[config.mk]
export PLATFORM = sky130hd
export DESIGN_NAME = run_step_controller
export DESIGN_NICKNAME = d
export VERILOG_FILES = /design/src/rtl/run_step_pkg.sv /design/src/rtl/rate_divider.sv /design/src/rtl/run_step_controller.sv
export SDC_FILE = /design/constraint.sdc
export NUM_CORES = 1
export LEC_CHECK = 0
export CAP_MARGIN = 20
export CORE_MARGIN = 4
export CORE_UTILIZATION = 45
export CTS_BUF_LIST = sky130_fd_sc_hd__clkbuf_8 sky130_fd_sc_hd__clkbuf_16
export DETAILED_ROUTE_END_ITERATION = 16
export GPL_ROUTABILITY_DRIVEN = 0
export GPL_TIMING_DRIVEN = 0
export PLACE_DENSITY = 0.85
export SYNTH_ARGS = -nofsm -noshare
export SYNTH_HDL_FRONTEND = slang
export SYNTH_HIERARCHICAL = 1
export SYNTH_SLANG_ARGS = --single-unit
[constraint.sdc]
create_clock -name i_clk -period 6.4 [get_ports i_clk]
set_clock_uncertainty 0.15 [all_clocks]
set_input_delay 1.28 -clock i_clk [delete_from_list [all_inputs] [get_ports i_clk]]
set_output_delay 1.28 -clock i_clk [all_outputs]
set_load 0.02 [all_outputs]
[src/rtl/run_step_pkg.sv]
// Shared state encoding and default widths for the run/step controller.
package run_step_pkg;

   localparam int DEF_RATE_W = 26;
   localparam int DEF_PC_W   = 7;

   typedef enum logic [1:0] {
      ST_IDLE  = 2'b00,
      ST_STEP  = 2'b01,
      ST_RUN   = 2'b10,
      ST_BREAK = 2'b11
   } run_state_t;

endpackage

[src/rtl/rate_divider.sv]
// Free-running period counter: o_tick is high combinationally on the cycle the count equals i_divisor.
// A count already above a newly lowered divisor keeps climbing and wraps through zero without a tick.
module rate_divider
   import run_step_pkg::*;
#(
   parameter int RATE_W = DEF_RATE_W
) (
   input  logic              i_clk,
   input  logic              i_rst_n,
   input  logic              i_clear,
   input  logic              i_enable,
   input  logic [RATE_W-1:0] i_divisor,
   output logic              o_tick
);

   logic [RATE_W-1:0] r_cnt;

   assign o_tick = i_enable & (r_cnt == i_divisor);

   always_ff @(posedge i_clk or negedge i_rst_n) begin
      if (!i_rst_n) begin
         r_cnt <= '0;
      end else if (i_clear) begin
         r_cnt <= '0;
      end else if (i_enable) begin
         r_cnt <= o_tick ? '0 : r_cnt + RATE_W'(1);
      end
   end

endmodule

[src/rtl/run_step_controller.sv]
// Run/step/halt sequencer issuing one registered o_proc_en pulse per processor step; no backpressure.
// Define RUN_STEP_BKPT_EN to build the PC breakpoint compare and the BREAK state.
module run_step_controller
   import run_step_pkg::*;
#(
   parameter int RATE_W = DEF_RATE_W,
   parameter int PC_W   = DEF_PC_W
) (
   input  logic              i_clk,
   input  logic              i_rst_n,
   input  logic              i_step_strobe,
   input  logic              i_run_req,
   input  logic              i_halt_req,
   input  logic [RATE_W-1:0] i_divisor,
   input  logic              i_bkpt_en,
   input  logic [PC_W-1:0]   i_bkpt_pc,
   input  logic [PC_W-1:0]   i_pc,
   output logic              o_proc_en,
   output logic [1:0]        o_mode,
   output logic              o_halted,
   output logic [15:0]       o_step_count
);

   run_state_t  r_state;
   run_state_t  w_state_nxt;
   logic        r_proc_en;
   logic [15:0] r_step_cnt;
   logic        w_pulse_nxt;
   logic        w_div_en;
   logic        w_div_clear;
   logic        w_tick;
   logic        w_bkpt_hit;

   // The divider only keeps its count while RUN is being held; any exit clears it.
   assign w_div_en    = (r_state == ST_RUN);
   assign w_div_clear = !(w_div_en && i_run_req && !i_halt_req);

`ifdef RUN_STEP_BKPT_EN
   assign w_bkpt_hit = i_bkpt_en && (i_pc == i_bkpt_pc);
   assign o_halted   = (r_state == ST_BREAK);
`else
   logic w_unused_bkpt;
   assign w_unused_bkpt = &{1'b0, i_bkpt_en, i_bkpt_pc, i_pc};
   assign w_bkpt_hit    = 1'b0;
   assign o_halted      = 1'b0;
`endif

   rate_divider #(.RATE_W(RATE_W)) u_rate_divider (
      .i_clk     (i_clk),
      .i_rst_n   (i_rst_n),
      .i_clear   (w_div_clear),
      .i_enable  (w_div_en),
      .i_divisor (i_divisor),
      .o_tick    (w_tick)
   );

   always_comb begin
      w_state_nxt = r_state;
      w_pulse_nxt = 1'b0;
      case (r_state)
         ST_IDLE: begin
            if (i_halt_req) begin
               w_state_nxt = ST_IDLE;
            end else if (i_step_strobe) begin
               w_state_nxt = ST_STEP;
               w_pulse_nxt = 1'b1;
            end else if (i_run_req) begin
               w_state_nxt = ST_RUN;
            end
         end
         ST_STEP: begin
            w_state_nxt = ST_IDLE;
         end
         ST_RUN: begin
            if (i_halt_req || !i_run_req) begin
               w_state_nxt = ST_IDLE;
            end else if (w_tick) begin
               if (w_bkpt_hit) begin
                  w_state_nxt = ST_BREAK;
               end else begin
                  w_pulse_nxt = 1'b1;
               end
            end
         end
         ST_BREAK: begin
`ifdef RUN_STEP_BKPT_EN
            if (i_halt_req) begin
               w_state_nxt = ST_IDLE;
            end else if (i_step_strobe) begin
               w_state_nxt = ST_STEP;
               w_pulse_nxt = 1'b1;
            end else if (!i_run_req) begin
               w_state_nxt = ST_IDLE;
            end
`else
            w_state_nxt = ST_IDLE;
`endif
         end
         default: begin
            w_state_nxt = ST_IDLE;
         end
      endcase
   end

   always_ff @(posedge i_clk or negedge i_rst_n) begin
      if (!i_rst_n) begin
         r_state    <= ST_IDLE;
         r_proc_en  <= 1'b0;
         r_step_cnt <= '0;
      end else begin
         r_state   <= w_state_nxt;
         r_proc_en <= w_pulse_nxt;
         if (w_pulse_nxt) begin
            r_step_cnt <= r_step_cnt + 16'd1;
         end
      end
   end

   assign o_proc_en    = r_proc_en;
   assign o_mode       = r_state;
   assign o_step_count = r_step_cnt;

endmodule
==> results.tsv, run 1 <==
stage	metric	value	unit
outcome	status	finished, final reports clean	
timing	period_share	0.587	
yosys	synth_fp_nets	332	
global_route	antenna_found_initial	0	
power	irDropWorstVdd	157	uV
detailed_routing	wl_per_cell	15.5	microns
yosys	synthFlopType	dfrtp_1	
floorplan	io_pins	66	
floorplan	die_w	85.3	microns
yosys	synth-edff-count	0	
detailed_routing	drt-pass1-iter-count	4	
power	p_leak	1.34	nW
yosys	syn_area_per_cell	9.46	sq um
layout	nets	389	
floorplan	initial_core_util	0.476	
power	comb_power_share	0.203	
timing	tightestPinTransition	0.604	ns
worst_setup_path	endpoint_kind	flop	
global_route	grt-ovfl-total	0	
timing	max_freq	266	MHz
global_route	grt_max_degree	28	
cts	cts_root_buffer	clkbuf_8	
floorplan	core-area	5640	sq um
worst_setup_path	cp-start-kind	input pin	
worst_setup_path	cp_slowest_stage_delay	0.46	ns
power	p_seq_frac	0.487	
worst_setup_path	crit_buf_inv	1	
layout	layout-drive-gt1-share	0.0792	
hold_path	hp-class	reg -> reg	
global_route	grt_pass1_wl	10500	microns
yosys	yosysUniqueCellTypes	44	
floorplan	rows	27	
timing	slew_headroom	0.597	
cts	cts_resized	0	
cts	post-cts-setup-buffers	0	
cts	htree_num_levels	2	
timing	setup_violations	0	
layout	synthToLayoutAreaGrowth	26.0	%
yosys	ys_ff_latch	45	
power	power.density	196	nW/um^2
detailed_routing	wl	6390	microns
cts	cts_sinks	45	
yosys	ys_async_sr_fraction	1.00	
floorplan	die_area	7270	sq um
power	p_sw_frac	0.270	
power	internal_power	0.000483	W
detailed_routing	ant_nets	0	
worst_setup_path	crit_path_top_delay_cell	nor4_2	
job	drv_cap	0	
layout	most-common-layout-cells	clkdlybuf4s50_1, dfrtp_1, nand3_1, nand2_1, xnor2_1	
layout	diodes	0	
worst_setup_path	critical_path.most_common_cell	nor4_2	
timing	period_needed	3.76	ns
yosys	ys_seq_area_frac	0.419	
cts	numCtsBuffers	5	
timing	hold_viol	0	
timing	maxSlewViolCount	0	
cts	path_clk_slew	0.08	ns
detailed_routing	drtIter0Drc	127	
global_route	grt_usage	0.180	
detailed_routing	vias	2325	
timing	rsz0062_at_grt	no	
placement	portBuffers	49	
worst_setup_path	cp_data_required_time	6.46	ns
detailed_routing	vias_per_cell	5.63	
power	p_sw	0.000179	W
layout	n_fill_cell	470	
cts	clock_latency	0.29	ns
detailed_routing	drcViolationCount	0	
yosys	synthCells	284	
timing	fin_setup_tns	0	ns
floorplan	die_h	85.3	microns
cts	cts_max_path_buffers	2	
placement	dp_hpwl	5020	microns
worst_setup_path	crit_arrival	3.82	ns
layout	final_util	0.600	
yosys	synth_warnings	6	
layout	final_common_cell	clkdlybuf4s50_1	
worst_setup_path	path_max_fanout	7	
worst_setup_path	path_delay_family	simple AND/OR/NAND/NOR gates	
power	p_clk_frac	0.310	
worst_setup_path	critical_path_class	in -> reg	
global_route	grt_pass1_vias	2164	
cts	cts_tree	built	
cts	hold_buffers	0	
yosys	netlist_area	2690	sq um
worst_setup_path	crit_chain	clkdlybuf4s50_1, xnor2_1, nand4_1, nor4_2, and2_1, and3_1, o2111ai_2, nor4_2, xor2_1	
[Yosys cell counts, drive strengths merged, types with 6 or more instances]
cell type	n	area [sq um]
or3	12	75.1
a21oi	6	30.0
nor2	16	62.6
nand3	33	165
nand4	22	138
xnor2	32	280
dfrtp	45	1130
and4	6	52.6
nand2	33	124
xor2	15	131
inv	6	22.5
[layout make-up]
cell class              count  area, sq um  share of cell area
well taps                  72         90.1              0.0266
repair buffers             50          505               0.149
inverters                   6         22.5             0.00665
flip-flops and latches     45         1130               0.333
clock buffers               5         68.8              0.0203
clock inverters             2         35.0              0.0103
plain buffers               7         40.0              0.0118
multi-input cells         226         1500               0.442
[state kept, by name (all words and copies together), names as in the netlist]
| register | count |
|---|---|
| o_mode | 2 |
| o_proc_en | 1 |
| o_step_count | 16 |
| u_rate_divider/r_cnt | 26 |
[routing by layer]
| layer | vias to the layer above | track usage | part of all wire |
|---|---|---|---|
| met2 | 84 | 0.295 | 0.49 |
| met5 | - | 0 | 0 |
| met3 | 6 | 0.0282 | 0.070 |
| li1 | 1133 | - | - |
| met4 | 0 | 0.0489 | 0.013 |
| met1 | 1102 | 0.247 | 0.42 |
[through the flow]
stage	instance area (sq um)	std cells	hold slack, ns	setup slack, ns	total power (W)
6_report	3390	413	0.326	2.64	0.000662
5_1_grt	3390	413	0.363	2.43	0.000697
4_1_cts	3390	413	0.339	2.63	0.000670
3_5_place_dp	3280	406	0.326	2.37	0.000464
3_3_place_gp	3270	405	0.309	2.45	0.000460
2_1_floorplan	2690	284	0.369	3.18	0.000389
[final timing paths]
| path | from | slack [ns] | depth (start not counted) | endpoint |
|---|---|---|---|---|
| max in group asynchronous | i_rst_n | 4.83 | 2 | o_step_count[6] |
| setup / recovery | i_divisor[23] | 2.64 | 9 | o_step_count[15] |
| min in group asynchronous | i_rst_n | 0.77 | 1 | u_rate_divider/r_cnt[19] |
| hold reg to reg | o_step_count[15] | 0.33 | 1 | o_step_count[15] |
| setup reg to reg | u_rate_divider/r_cnt[23] | 3.58 | 8 | o_step_count[15] |
| hold / removal | o_step_count[15] | 0.33 | 1 | o_step_count[15] |
[power by group through the flow]
stage,combinational [W],clock (W),sequential (W)
global placement,0.000132,0,0.000328
finish,0.000134,0.000205,0.000322
detailed placement,0.000136,0,0.000328
global route,0.000145,0.000225,0.000328
CTS,0.000137,0.000210,0.000323
floorplan,0.0000434,0,0.000346
[cell families after synthesis]
family | share of synthesized area
AO/OA/AOI/OAI | 0.0736
XOR/XNOR | 0.153
adder cells (fa/ha/maj) | 0.00931
buffers and inverters | 0.0233
flip-flops | 0.419
multiplexers | 0.00792
other | 0.00140
AND/OR/NAND/NOR | 0.312
Note: power is estimated with default switching activity, not from simulation.
==> run 2: changes to the inputs <==
clock period = 3.51 ns   (was 6.4 ns; I/O delays follow)
==> results of run 2 <==
Same layout as run 1 (identical final DEF). Status: finished, final reports clean.
Among the figures that moved: setup slack after placement 2.37 ns -> 0.0585 ns; setup slack after layout 2.64 ns -> 0.330 ns; hold slack 0.326 ns -> 0.196 ns; register-to-register setup slack 3.58 ns -> 0.69 ns; total power 0.000662 W -> 0.00121 W; worst IR drop on VDD 157 uV -> 286 uV
==> run 3: changes to the inputs <==
CAP_MARGIN = not set   (was 20)
==> results of run 3 <==
Same layout as run 1 (identical final DEF). Status: finished, final reports clean.
Among the figures that moved: setup slack after placement 2.37 ns -> 0.0585 ns; setup slack after layout 2.64 ns -> 0.330 ns; hold slack 0.326 ns -> 0.196 ns; register-to-register setup slack 3.58 ns -> 0.69 ns; total power 0.000662 W -> 0.00121 W; worst IR drop on VDD 157 uV -> 286 uV
